===== src/rtl/data_mem_dma.sv =====
// Block-transfer initiator for the data_mem port: word-by-word copy or constant fill.
// All outputs are registered and decoded from the next-state/pointer values.
module data_mem_dma #(
    parameter int unsigned LEN_WIDTH = 16,
    parameter int unsigned ADDR_STEP = 1
) (
    input  logic                 clk,
    input  logic                 rst,
    input  logic                 start,
    input  logic                 mode,
    input  logic [15:0]          src_addr,
    input  logic [15:0]          dst_addr,
    input  logic [LEN_WIDTH-1:0] length,
    input  logic [15:0]          fill_data,
    input  logic                 abort,
    output logic [15:0]          mem_access_addr,
    output logic [15:0]          mem_write_data,
    output logic                 mem_write_en,
    input  logic [15:0]          mem_read_data,
    output logic                 busy,
    output logic                 done,
    output logic [LEN_WIDTH-1:0] words_done
);

    localparam int unsigned ADDR_W = 16;
    localparam int unsigned DATA_W = 16;

    typedef enum logic [1:0] {
        S_IDLE = 2'd0,
        S_RD   = 2'd1,
        S_WR   = 2'd2,
        S_DONE = 2'd3
    } state_e;

    state_e               state_q, state_d;
    logic [ADDR_W-1:0]    src_ptr_q, src_ptr_d;
    logic [ADDR_W-1:0]    dst_ptr_q, dst_ptr_d;
    logic [LEN_WIDTH-1:0] remaining_q, remaining_d;
    logic [DATA_W-1:0]    buf_q, buf_d;
    logic [DATA_W-1:0]    fill_q, fill_d;
    logic                 mode_q, mode_d;
    logic [LEN_WIDTH-1:0] words_done_q, words_done_d;
    logic [ADDR_W-1:0]    addr_q, addr_d;
    logic [DATA_W-1:0]    wdata_q, wdata_d;
    logic                 we_q, we_d;
    logic                 busy_q, busy_d;
    logic                 done_q, done_d;

    // Next-state and datapath update
    always_comb begin
        state_d      = state_q;
        src_ptr_d    = src_ptr_q;
        dst_ptr_d    = dst_ptr_q;
        remaining_d  = remaining_q;
        buf_d        = buf_q;
        fill_d       = fill_q;
        mode_d       = mode_q;
        words_done_d = words_done_q;

        case (state_q)
            S_IDLE: begin
                if (start) begin
                    src_ptr_d    = src_addr;
                    dst_ptr_d    = dst_addr;
                    remaining_d  = length;
                    mode_d       = mode;
                    fill_d       = fill_data;
                    words_done_d = '0;
                    if (length == '0) begin
                        state_d = S_DONE;
                    end else if (mode) begin
                        state_d = S_WR;
                    end else begin
                        state_d = S_RD;
                    end
                end
            end
            S_RD: begin
                buf_d     = mem_read_data;
                src_ptr_d = src_ptr_q + ADDR_W'(ADDR_STEP);
                state_d   = abort ? S_DONE : S_WR;
            end
            S_WR: begin
                dst_ptr_d    = dst_ptr_q + ADDR_W'(ADDR_STEP);
                words_done_d = words_done_q + LEN_WIDTH'(1);
                remaining_d  = remaining_q - LEN_WIDTH'(1);
                // The write presented this cycle always lands, even on abort
                if (abort || (remaining_q == LEN_WIDTH'(1))) begin
                    state_d = S_DONE;
                end else if (mode_q) begin
                    state_d = S_WR;
                end else begin
                    state_d = S_RD;
                end
            end
            S_DONE: begin
                state_d = S_IDLE;
            end
            default: begin
                state_d = S_IDLE;
            end
        endcase
    end

    // Output decode from the upcoming state so the port flops line up with it
    always_comb begin
        addr_d  = '0;
        wdata_d = '0;
        we_d    = 1'b0;
        busy_d  = (state_d != S_IDLE);
        done_d  = (state_d == S_DONE);
        if (state_d == S_RD) begin
            addr_d = src_ptr_d;
        end else if (state_d == S_WR) begin
            addr_d  = dst_ptr_d;
            wdata_d = mode_d ? fill_d : buf_d;
            we_d    = 1'b1;
        end
    end

    always_ff @(posedge clk) begin
        if (rst) begin
            state_q      <= S_IDLE;
            src_ptr_q    <= '0;
            dst_ptr_q    <= '0;
            remaining_q  <= '0;
            buf_q        <= '0;
            fill_q       <= '0;
            mode_q       <= 1'b0;
            words_done_q <= '0;
            addr_q       <= '0;
            wdata_q      <= '0;
            we_q         <= 1'b0;
            busy_q       <= 1'b0;
            done_q       <= 1'b0;
        end else begin
            state_q      <= state_d;
            src_ptr_q    <= src_ptr_d;
            dst_ptr_q    <= dst_ptr_d;
            remaining_q  <= remaining_d;
            buf_q        <= buf_d;
            fill_q       <= fill_d;
            mode_q       <= mode_d;
            words_done_q <= words_done_d;
            addr_q       <= addr_d;
            wdata_q      <= wdata_d;
            we_q         <= we_d;
            busy_q       <= busy_d;
            done_q       <= done_d;
        end
    end

    assign mem_access_addr = addr_q;
    assign mem_write_data  = wdata_q;
    assign mem_write_en    = we_q;
    assign busy            = busy_q;
    assign done            = done_q;
    assign words_done      = words_done_q;

endmodule

===== config.mk =====
export PLATFORM = sky130hd
export DESIGN_NAME = data_mem_dma
export DESIGN_NICKNAME = d
export VERILOG_FILES = /design/src/rtl/data_mem_dma.sv
export SDC_FILE = /design/constraint.sdc
export NUM_CORES = 1
export LEC_CHECK = 0
export BUFFER_PORTS_ARGS = -buffer_cell sky130_fd_sc_hd__buf_2
export CAP_MARGIN = 10
export CORE_ASPECT_RATIO = 0.5
export CORE_MARGIN = 2
export CORE_UTILIZATION = 54
export DETAILED_ROUTE_END_ITERATION = 16
export PLACE_DENSITY_LB_ADDON = 0.08
export REMOVE_ABC_BUFFERS = 1
export SLEW_MARGIN = 40
export SYNTH_ARGS = -nofsm -noshare
export SYNTH_HDL_FRONTEND = slang
export SYNTH_SLANG_ARGS = --single-unit

===== constraint.sdc =====
create_clock -name clk -period 2.45 [get_ports clk]
set_input_delay 0.1225 -clock clk [delete_from_list [all_inputs] [get_ports clk]]
set_output_delay 0.1225 -clock clk [all_outputs]
set_load 0.01 [all_outputs]

Word-level counts from Yosys, hierarchy flattened
Index checks and enable logic that the tools add are counted.

Bits in writable memories: 0. Memory bits (read-only): 0. Flip-flop bits (word level): 134. Bits in latches: 0. Memories kept: 0. Word-level logic and storage cells: 58. Input port bits: 85.

Order comparisons: 0. Multipliers: 0. Muxes and demuxes: 24. Div/mod/pow operators: 0. Bitwise logic cells: 1. Reduce and logical (&&, ||, !) cells: 8. Equal/unequal tests: 8. Add/subtract/negate cells: 4. Shifts and indexed selects: 0.

Operators by type and width (number): two-way mux 16 bit (10); one-hot mux 16 bit (2 select lines) (4); adder 16 x 1 -> 16 bit (second input constant) (3); equality test 16 x 1 -> 1 bit (second input constant) (1); logical NOT 16 bit (1); subtractor 16 x 1 -> 16 bit (second input constant) (1); two-way mux 2 bit (5); equality test 2 bit (second input constant) (4); one-hot mux 2 bit (4 select lines) (1); equality test 2 x 1 -> 1 bit (second input constant) (2); two-way mux 1 bit (4); nonzero test 2 bit (2); OR reduction 3 bit (1); logical NOT 2 bit (1); inequality test 2 bit (second input constant) (1); AND reduction 2 bit (1); OR reduction 2 bit (1); logical OR 1 bit (1); inverter 1 bit (1).

Depth between registers and ports, before layout
Word-level depth: 7. Depth in mapped cells: 9. Gate-level depth less buffers: 8.

Worst setup path before layout
OpenSTA, ideal clock, no wires.

Path kind: reg-to-reg. From: reg state_q[0]. To: reg addr_q[2] (netlist: mem_access_addr[2]). Data required time: 2.333 ns. Setup slack: 0.222 ns. Cell stages (with the launch flop): 9. Library setup time: 0.117 ns. Arrival: 2.111 ns. Cell sequence: dfxtp_1 buf_2 or3b_1 buf_2 or4_1 o211a_1 and2_4 buf_6 a22o_1.

Cells in the longest elaborated chain, start to end: 5.

Ends and longest elaborated chain: start: declaration (line 35) `state_e state_q, state_d;`; start signal: assignment (line 137) `state_q <= state_d;`; equality test 2 bit, or another cell as far along (line 60) `case (state_q)`; one-hot mux 2 bit (4 select lines) (line 60); equality test 2 bit (line 114) `end else if (state_d == S_WR) begin`; two-way mux 16 bit (line 114); two-way mux 16 bit * (line 112) `if (state_d == S_RD) begin`; end signal: assignment (line 145) `addr_q <= addr_d;`; end: declaration (line 43) `logic [ADDR_W-1:0] addr_q, addr_d;`.

Mark *: on every way between the ends. The rest lies on a longest branch, timed or not. A chain may end at the register's enable or synchronous reset.

Worst setup path in the final report
From: in length[2]. To: reg addr_q[12] (netlist: mem_access_addr[12]).

Cells in the longest elaborated chain, start to end: 7.

Ends and longest elaborated chain: start: declaration (line 13) `input logic [LEN_WIDTH-1:0] length,`; logical NOT 16 bit * (line 69) `if (length == '0) begin`; two-way mux 2 bit * (line 69); two-way mux 2 bit * (line 62) `if (start) begin`; one-hot mux 2 bit (4 select lines) * (line 60); equality test 2 bit (line 114); two-way mux 16 bit (line 114); two-way mux 16 bit * (line 112).

Marked as above.

==> flow_summary.yaml <==
timing:
  worst_slew_pin_slew_ns: 0.7642
  slew_headroom: 0.4867
  finClkSkew_ns: 0.01258
  hold_slack_ns: 0.01599
  max_freq_mhz: 425.7
  finalCritPeriodShare: 0.9587
  hold_violations: 0
  setup_viol: 0
  finalSetupTns_ns: 0
  drv_slew: 0
  rsz0062_at_grt: "false"
  period_needed_ns: 2.349
synthesis:
  netlist_area_um2: 6072
  synth_edf_count: 0
  ys_types: 63
  synth_area_per_cell_um2: 8.625
  synth-async-reset-ratio: 0
  ys_seq_area_frac: 0.4418
  yosysWarnings: 0
  syn_inst: 704
  ys_ff_latch: 134
  synthFlopType: "dfxtp_1"
job:
  cap_violations: 0
worst_hold_path:
  hold_path.class: "in -> reg"
  hold_start: "length[8]"
layout:
  layout-drive-gt1-share: 0.2438
  seq_area_um2: 2683
  fin_nets: 972
  diodes: 0
  multi_input_area_um2: 3181
  syn2layout_area_growth_pct: 32.04
  layout_commonest_cell: "buf_2"
  layout_common_cells: "135 x buf_2, 134 x dfxtp_1, 84 x nor2_1"
  fillers: 850
  fin_cells: 1039
route:
  wl_per_cell_um: 17.28
  drt_iter0_markers: 399
  vias_per_cell: 5.950
  drt-total-wl_mm: 17.96
  drc: 0
  dr.pass1.iters: 7
  vias: 6182
  antenna_left: 0
power_and_ir_drop:
  powerDensity_nw_per_um2: 818.0
  combPwrFrac: 0.219
  cellLeakagePower_nw: 3.419
  p_seq_frac: 0.392
  peakVddDrop_mv: 0.5607
  swShare: 0.3066
  p_clk_frac: 0.389
  power.switching_mw: 2.011
  internal_power_mw: 4.547
critical_path:
  crit_chain: "dlygate4sd3_1 > buf_2 > or4_1 > or4_1 > o211a_1 > nand3_1 > inv_2 > a32o_1"
  crit_type: "in -> reg"
  r2r-start: "remaining_q[1]"
  crit_path_max_incr_delay_ns: 0.55
  endpoint_kind: "flip-flop"
  cp.required_ns: 2.75
  critPathMaxFanout: 18
  cp_common_cell: "or4_1"
  cp-start-kind: "input pin"
  crit_start: "length[2]"
  cp.arrival_ns: 2.65
  slowest_stage: "dlygate4sd3_1"
cts:
  clockRootBuffer: "clkbuf_16"
  cts_inserted_buffers: 17
  clockBufferDepth: 2
  clk_pin_slew_ns: 0.06
  clock_latency_ns: 0.42
  cts.sinks: 134
  cts_tree: "built"
  cts_max_level: 4
  post_cts_buffers: 0
placement:
  gp_congestion: 0.8529
  dpl.cell_count: 966
  hpwlAfterDp_mm: 11.98
  portBuffers: 135
floorplan:
  ios: 136
  fp-row-count: 27
  fp.dieW_um: 154.0
  die_area_um2: 12160
  die_y_um: 78.98
  core_um2: 10980
  start_util: 0.5530
global_routing:
  gr-total-overflow: 0
  grt_pass1_wl_mm: 29.09
  groute.usage.overall: 0.3019
  grt_pass1_vias: 5749
  antenna_found_initial: 0
  grt_max_degree: 97
outcome:
  status: "completed"
## layer usage
layer  wire, µm  global-route usage
met5          0                   0
met4        349              0.1093
met3       1633             0.08242
met2       7993              0.4834
met1       7983              0.3957
## metrics by stage
| step | cell area, µm² | power [mW] | setup slack [ns] | utilization |
|---|---|---|---|---|
| 6_report | 8018 | 6.558 | 0.1011 | 0.7303 |
| 5_1_grt | 8018 | 6.836 | 0.008417 | 0.7303 |
| 4_1_cts | 8005 | 6.548 | 0.04692 | 0.7291 |
| 3_5_place_dp | 6999 | 3.960 | 0.06355 | 0.6375 |
| 3_3_place_gp | 6988 | 3.924 | 0.06064 | 0.6365 |
| 2_1_floorplan | 5874 | 3.413 | -2.541 | - |
## cell families after synthesis
family	Yosys count	share of synthesized area
AOI/OAI and AO/OA	152	0.1774
xor gates and xnor gates	9	0.01298
adders and majority gates	5	0.01030
buffers and inverters	60	0.04059
DFF	134	0.4418
muxes	40	0.06697
and+or+nand+nor	304	0.2499
## final timing paths
path | cells past startpoint | slack (ns) | to
setup reg to reg | 8 | 0.17 | mem_access_addr[12]
hold reg to reg | 2 | 0.47 | remaining_q[14]
hold / removal | 3 | 0.02 | remaining_q[8]
setup / recovery | 8 | 0.10 | mem_access_addr[12]
## critical path: cells and delay by family
family | cells | cell delay (ns)
buf+inv | 3 | 0.84
compound gates | 2 | 0.56
simple gates | 3 | 1.13
## power by group through the flow
stage          sequential, mW  clock (mW)  combinational (mW)
2_1_floorplan            2.62           0               0.790
3_3_place_gp             2.60           0                1.32
3_5_place_dp             2.61           0                1.35
4_1_cts                  2.56        2.57                1.41
5_1_grt                  2.60        2.66                1.57
6_report                 2.57        2.55                1.44
## area by class of cell
cell class | instances | area share
multi-input cells | 510 | 0.3967
clock inverters | 13 | 0.01826
repair buffers | 206 | 0.1670
well taps | 145 | 0.02263
clock buffers | 18 | 0.05478
flip-flops and latches | 134 | 0.3346
inverters | 13 | 0.006086
## flip-flops by register name, summed over array words and instances, names as in the netlist
name	count
words_done	16
state_q	2
done	1
mode_q	1
mem_write_en	1
mem_access_addr	16
dst_ptr_q	16
busy	1
buf_q	16
fill_q	16
src_ptr_q	16
mem_write_data	16
remaining_q	16
## synth_stat cells (4+ instances only)
library cell,number,area share
a211oi_1,11,0.014
a21oi_1,37,0.030
a221oi_1,7,0.010
a22o_1,13,0.019
a311oi_1,4,0.0058
a31oi_1,7,0.0072
a32o_1,5,0.0082
a32oi_1,5,0.0072
and3_1,22,0.023
and4_1,5,0.0072
buf_1,8,0.0049
buf_2,5,0.0041
clkbuf_1,32,0.020
dfxtp_1,134,0.44
ha_1,5,0.010
inv_1,12,0.0074
mux2_2,5,0.0093
mux2i_1,35,0.058
nand2_1,75,0.046
nand2b_1,4,0.0041
nand3_1,21,0.017
nand4_1,15,0.015
nor2_1,84,0.052
nor2b_1,6,0.0062
nor3_1,20,0.016
nor4_1,14,0.014
o211ai_1,7,0.0087
o21ai_0,15,0.012
o221ai_1,4,0.0058
o22ai_1,11,0.011
or3_1,8,0.0082
or4_1,13,0.016
xor2_1,6,0.0087
## repair_timing
action / CTS / global route
hold endpoints to repair: 42 / 0
resized for setup: 0 / 2
hold buffers: 42 / 0
setup endpoints to repair: 0 / 17
(Power assumes the default switching activity.)
